==> src/rtl/fifo_pkg.sv <==
// Shared types and default constants for the FIFO controller.
package fifo_pkg;

    localparam int unsigned ADDR_WIDTH_DEF       = 8;
    localparam int unsigned DATA_WIDTH_DEF       = 8;
    localparam int unsigned DEPTH                = 1 << ADDR_WIDTH_DEF;
    localparam int unsigned ALMOST_FULL_LVL_DEF  = DEPTH - 4;
    localparam int unsigned ALMOST_EMPTY_LVL_DEF = 4;

    // Wrap-bit pointer: low bits address the RAM, MSB toggles every pass.
    typedef logic [ADDR_WIDTH_DEF:0] ptr_t;
    // Occupancy count, 0..DEPTH inclusive.
    typedef logic [ADDR_WIDTH_DEF:0] count_t;

endpackage

==> src/rtl/fifo_ptr.sv <==
// Enable-gated wrap-bit pointer with synchronous active-low reset.
module fifo_ptr #(
    parameter int unsigned WIDTH = 9
) (
    input  logic             clk,
    input  logic             rst_n,
    input  logic             en,
    output logic [WIDTH-1:0] ptr
);

    // Advance by one per enabled cycle, wrapping modulo 2^WIDTH.
    always_ff @(posedge clk) begin
        if (!rst_n) begin
            ptr <= '0;
        end else if (en) begin
            ptr <= ptr + WIDTH'(1);
        end
    end

endmodule

==> src/rtl/fifo_ctrl.sv <==
// Synchronous FIFO controller driving a dual-port RAM (port 0 write, port 1 read).
// Optional sticky overflow/underflow flags are built when FIFO_ERR_FLAGS_EN is defined.
module fifo_ctrl
    import fifo_pkg::*;
#(
    parameter int unsigned DATA_WIDTH       = DATA_WIDTH_DEF,
    parameter int unsigned ADDR_WIDTH       = ADDR_WIDTH_DEF,
    parameter int unsigned ALMOST_FULL_LVL  = (1 << ADDR_WIDTH) - 4,
    parameter int unsigned ALMOST_EMPTY_LVL = ALMOST_EMPTY_LVL_DEF
) (
    input  logic                  clk,
    input  logic                  rst_n,
    input  logic                  push,
    input  logic [DATA_WIDTH-1:0] push_data,
    input  logic                  pop,
    output logic [DATA_WIDTH-1:0] pop_data,
    output logic                  pop_valid,
    output logic                  full,
    output logic                  empty,
    output logic                  almost_full,
    output logic                  almost_empty,
    output logic [ADDR_WIDTH:0]   count,
    output logic [ADDR_WIDTH-1:0] ram_address_0,
    output logic                  ram_chip_enable_0,
    output logic                  ram_write_read_0,
    output logic [DATA_WIDTH-1:0] ram_data_0,
    output logic [ADDR_WIDTH-1:0] ram_address_1,
    output logic                  ram_chip_enable_1,
    output logic                  ram_write_read_1,
    input  logic [DATA_WIDTH-1:0] ram_data_1
`ifdef FIFO_ERR_FLAGS_EN
    ,
    output logic                  overflow,
    output logic                  underflow
`endif
);

    localparam int unsigned PW = ADDR_WIDTH + 1;

    logic [PW-1:0] wr_ptr;
    logic [PW-1:0] rd_ptr;
    logic          push_acc;
    logic          pop_acc;

    // Request acceptance; nothing is accepted while reset is asserted.
    always_comb begin
        push_acc = rst_n && push && !full;
        pop_acc  = rst_n && pop  && !empty;
    end

    fifo_ptr #(.WIDTH(PW)) u_wr_ptr (
        .clk   (clk),
        .rst_n (rst_n),
        .en    (push_acc),
        .ptr   (wr_ptr)
    );

    fifo_ptr #(.WIDTH(PW)) u_rd_ptr (
        .clk   (clk),
        .rst_n (rst_n),
        .en    (pop_acc),
        .ptr   (rd_ptr)
    );

    // Occupancy flags decoded from the registered pointers and count.
    always_comb begin
        empty        = (wr_ptr == rd_ptr);
        full         = (wr_ptr[ADDR_WIDTH-1:0] == rd_ptr[ADDR_WIDTH-1:0]) &&
                       (wr_ptr[ADDR_WIDTH] != rd_ptr[ADDR_WIDTH]);
        almost_full  = (count >= PW'(ALMOST_FULL_LVL));
        almost_empty = (count <= PW'(ALMOST_EMPTY_LVL));
    end

    // RAM port drive: port 0 writes accepted pushes, port 1 reads accepted pops.
    always_comb begin
        ram_address_0     = wr_ptr[ADDR_WIDTH-1:0];
        ram_chip_enable_0 = push_acc;
        ram_write_read_0  = push_acc;
        ram_data_0        = push_data;
        ram_address_1     = rd_ptr[ADDR_WIDTH-1:0];
        ram_chip_enable_1 = pop_acc;
        ram_write_read_1  = 1'b0;
    end

    // Occupancy count tracks wr_ptr - rd_ptr.
    always_ff @(posedge clk) begin
        if (!rst_n) begin
            count <= '0;
        end else begin
            case ({push_acc, pop_acc})
                2'b10:   count <= count + PW'(1);
                2'b01:   count <= count - PW'(1);
                default: count <= count;
            endcase
        end
    end

    // One-cycle read stage; pop_data holds when no pop is accepted.
    always_ff @(posedge clk) begin
        if (!rst_n) begin
            pop_data  <= '0;
            pop_valid <= 1'b0;
        end else begin
            pop_valid <= pop_acc;
            if (pop_acc) begin
                pop_data <= ram_data_1;
            end
        end
    end

`ifdef FIFO_ERR_FLAGS_EN
    // Sticky error flags for requests made against a full or empty FIFO.
    always_ff @(posedge clk) begin
        if (!rst_n) begin
            overflow  <= 1'b0;
            underflow <= 1'b0;
        end else begin
            if (push && full) begin
                overflow <= 1'b1;
            end
            if (pop && empty) begin
                underflow <= 1'b1;
            end
        end
    end
`endif

endmodule

==> config.mk <==
export PLATFORM = sky130hd
export DESIGN_NAME = fifo_ctrl
export DESIGN_NICKNAME = d
export VERILOG_FILES = /design/src/rtl/fifo_pkg.sv /design/src/rtl/fifo_ptr.sv /design/src/rtl/fifo_ctrl.sv
export SDC_FILE = /design/constraint.sdc
export NUM_CORES = 1
export LEC_CHECK = 0
export CAP_MARGIN = 15
export CELL_PAD_IN_SITES_DETAIL_PLACEMENT = 1
export CELL_PAD_IN_SITES_GLOBAL_PLACEMENT = 2
export CORE_MARGIN = 4
export CORE_UTILIZATION = 27
export DETAILED_ROUTE_END_ITERATION = 10
export PLACE_DENSITY = 0.85
export RECOVER_POWER = 25
export REMOVE_ABC_BUFFERS = 1
export SKIP_LAST_GASP = 1
export SYNTH_ARGS = -nofsm -noshare
export SYNTH_HDL_FRONTEND = slang
export SYNTH_SLANG_ARGS = --single-unit
==> constraint.sdc <==
create_clock -name clk -period 3.87 [get_ports clk]
set_input_delay 0.774 -clock clk [delete_from_list [all_inputs] [get_ports clk]]
set_output_delay 0.774 -clock clk [all_outputs]
set_load 0.005 [all_outputs]
==> summary.md <==
| Metric | Value |
|---|---|
| Post-route minimum period | `3.43 ns` |
| Setup Skew | `0.00627 ns` |
| Main area contributors after synthesis | `dfxtp_1 33%, buf_4 9.3%, mux2i_1 6.9%` |
| Clock Tree Buf Depth | `2` |
| Worst Hold Class | `reg -> reg` |
| Vias in the first global route | `1911` |
| Core area | `7770 sq um` |
| Floorplan row count | `32` |
| Avg Inst Size Synth | `8.82 sq um` |
| First-pass GRT wire length | `9.51 mm` |
| Sequential share of the synthesized area | `0.332` |
| Status | `finished clean` |
| Fin. Hold Viols | `0` |
| Worst setup path category | `in -> reg` |
| Worst-margin pin slew | `1.15 ns` |
| Area delta synth->final | `23.9%` |
| Detailed Place HPWL | `4.43 mm` |
| Drt drc | `0` |
| Post-Syn Instances | `246` |
| Register bit total from synthesis | `36` |
| VDD IR max | `0.142 mV` |
| Initial DRT Pass Iterations | `4` |
| Layout cells sized above 1 | `0.0612` |
| Final net count | `309` |
| Min Hold Slack | `0.498 ns` |
| Yosys top cell area share | `0.332` |
| Setup violators final | `0` |
| Tcrit/Tclk final | `0.888` |
| Critical Path Sink Type | `flip-flop` |
| Die area | `9530 sq um` |
| CP arrival | `3.61 ns` |
| Xor and xnor area share after synthesis | `0.0767` |
| CTS tree | `built` |
| Final core utilization | `0.346` |
| Die W | `97.6 um` |
| Root Buffer | `clkbuf_8` |
| Post_cts resized | `0` |
| Place WS | `0.166 ns` |
| Num CTS Buffers | `5` |
| Max_slew headroom | `0.233` |
| Largest family of logic cells by synthesized area | `simple AND/OR/NAND/NOR gates` |
| Post-CTS Hold Buffers | `0` |
| GRT Total Usage | `0.122` |
| Vias per cell | `4.87` |
| Grt ovf | `0` |
| Adder-cell area share of the yosys netlist | `0.0669` |
| Placed Instance Area | `2630 sq um` |
| Initial Util | `0.279` |
| Worst EP required | `4.04 ns` |
| Number of diodes | `0` |
| Port Buf Inserts | `52` |
| Final worst slack | `0.435 ns` |
| Clock transition at path regs | `0.07 ns` |
| Synthesized cell area | `2170 sq um` |
| Count of different cell masters after synthesis | `42` |
| RSZ-0062 raised after global routing | `no` |
| Synth async-reset ratio | `0` |
| Pwr dens | `367 nW/um^2` |
| Max-Cap Viols | `0` |
| Max FO, Critical Path | `9` |
| Die Y | `97.6 um` |
| Synth warn | `0` |
| Dominant cell type by area after synthesis | `dfxtp_1` |
| Antenna viol nets, final | `0` |
| Largest net degree at the start of global routing | `34` |
| EDFF count, synth | `0` |
| First DRT Iteration DRCs | `57` |
| Leak pwr | `0.00104 uW` |
| Filler cells | `930` |
| Final Slew Violations | `0` |
| Multiplexer share of the synthesized area | `0.0692` |
| Io pins | `70` |
| F_max | `291 MHz` |
| Synth Area in Compound Gates | `0.150` |
| GPL Wtd Cong | `0.813` |
| Setup Buffers After CTS | `0` |
| Synth Flop Type | `dfxtp_1` |
| Wire length per cell | `15.3 um` |
| Antenna violations before repair | `0` |
| Clock Latency Late Sink | `0.28 ns` |
| Detailed Route WL | `5.80 mm` |
| Vias | `1852` |
| Fin Setup TNS | `0 ns` |
| Worst setup SP type | `primary input` |
| H-tree depth | `2` |
| Clk sinks | `36` |
| Synth Area in Simple Gates | `0.175` |
| Design Area, Final | `2690 sq um` |
-- area by class of cell --
cell class              instances  area, sq um  area share
multi-input cells             168         1160       0.433
flip-flops and latches         36          721       0.268
repair buffers                 60          573       0.213
well taps                     102          128      0.0475
clock buffers                   6         72.6      0.0270
inverters                       7         26.3     0.00977
clock inverters                 1         5.00     0.00186
-- cells in the mapped netlist, drive strengths merged, types with 2 or more instances --
master   number
a21oi        17
buf          30
clkbuf        5
clkinv        2
dfxtp        36
ha           10
inv           5
mux2i        15
nand2         8
nand3        12
nand4         6
nor2         25
nor3          4
nor4          2
o2111ai       3
o21a          2
o21ai         8
o21bai        3
o311ai        2
o31ai         8
or2           2
or3           7
or4           5
xnor2        11
xor2          8
-- layout by cell type, fill, tap and decap left out, types with 3 or more instances in the layout --
cell | Yosys | routed
clkbuf_8 | 0 | 5
xnor2_1 | 11 | 11
or3_1 | 7 | 7
inv_1 | 5 | 5
nand2_1 | 8 | 8
dlygate4sd3_1 | 0 | 6
o31ai_1 | 6 | 6
nor2_1 | 25 | 25
clkbuf_1 | 5 | 3
o21ai_0 | 7 | 7
nand4_1 | 4 | 5
dfxtp_1 | 36 | 36
o2111ai_1 | 3 | 3
a21oi_1 | 17 | 17
nand3_1 | 12 | 12
clkdlybuf4s50_1 | 0 | 46
buf_4 | 27 | 6
ha_1 | 10 | 10
o21bai_1 | 3 | 3
or4_1 | 5 | 5
mux2i_1 | 15 | 15
nor3_1 | 4 | 4
xor2_1 | 8 | 8
-- per-layer routing --
layer	up-vias	wire [um]	GRT usage
li1	914	-	-
met1	880	2540	0.150
met2	53	2930	0.205
met3	5	278	0.0373
met4	0	48	0.0330
met5	-	0	0
-- cell families (layout without fill, tap and decap cells) --
logic type                 count (synthesis)  after routing
xor gates and xnor gates                  19             19
muxes                                     15             15
buffers and inverters                     42             74
and+or+nand+nor                           74             74
AOI/OAI and AO/OA                         48             48
other                                      1              1
adders and majority gates                 11             11
DFF                                       36             36
-- worst max-delay path, stage by stage --
cell             delay (ns)
clkdlybuf4s50_1        0.50
clkinv_1               0.11
or2_2                  0.32
ha_1                   0.22
buf_4                  0.18
ha_1                   0.33
a211o_1                0.30
a2111oi_0              0.54
o2111ai_1              0.20
o311ai_0               0.12
-- state kept, by name, indices dropped and copies added, names as in the netlist --
register	count
pop_data	8
pop_valid	1
u_wr_ptr.ptr	9
u_rd_ptr.ptr	9
count	9
-- final timing paths --
kind	from	to	slack, ns	depth (start not counted)
setup / recovery	rst_n	count[7]$_SDFFE_PN0P_	0.44	10
hold / removal	pop_data[4]$_SDFFE_PN0P_	pop_data[4]$_SDFFE_PN0P_	0.50	2
setup reg to reg	u_wr_ptr.ptr[4]$_SDFFE_PN0P_	count[7]$_SDFFE_PN0P_	0.44	11
hold reg to reg	pop_data[4]$_SDFFE_PN0P_	pop_data[4]$_SDFFE_PN0P_	0.50	2
-- through the flow --
stage | cells | power (uW)
floorplan | 211 | 597
global placement | 373 | 743
detailed placement | 373 | 752
CTS | 380 | 1010
global route | 380 | 1050
finish | 380 | 987
-- power breakdown --
group | total (uW) | internal, uW | switching, uW | leakage [uW]
logic | 306 | 157 | 148 | 0.000703
registers | 427 | 399 | 27.7 | 0.000292
clock network | 254 | 123 | 132 | 0.0000410
(Power assumes the default switching activity.)
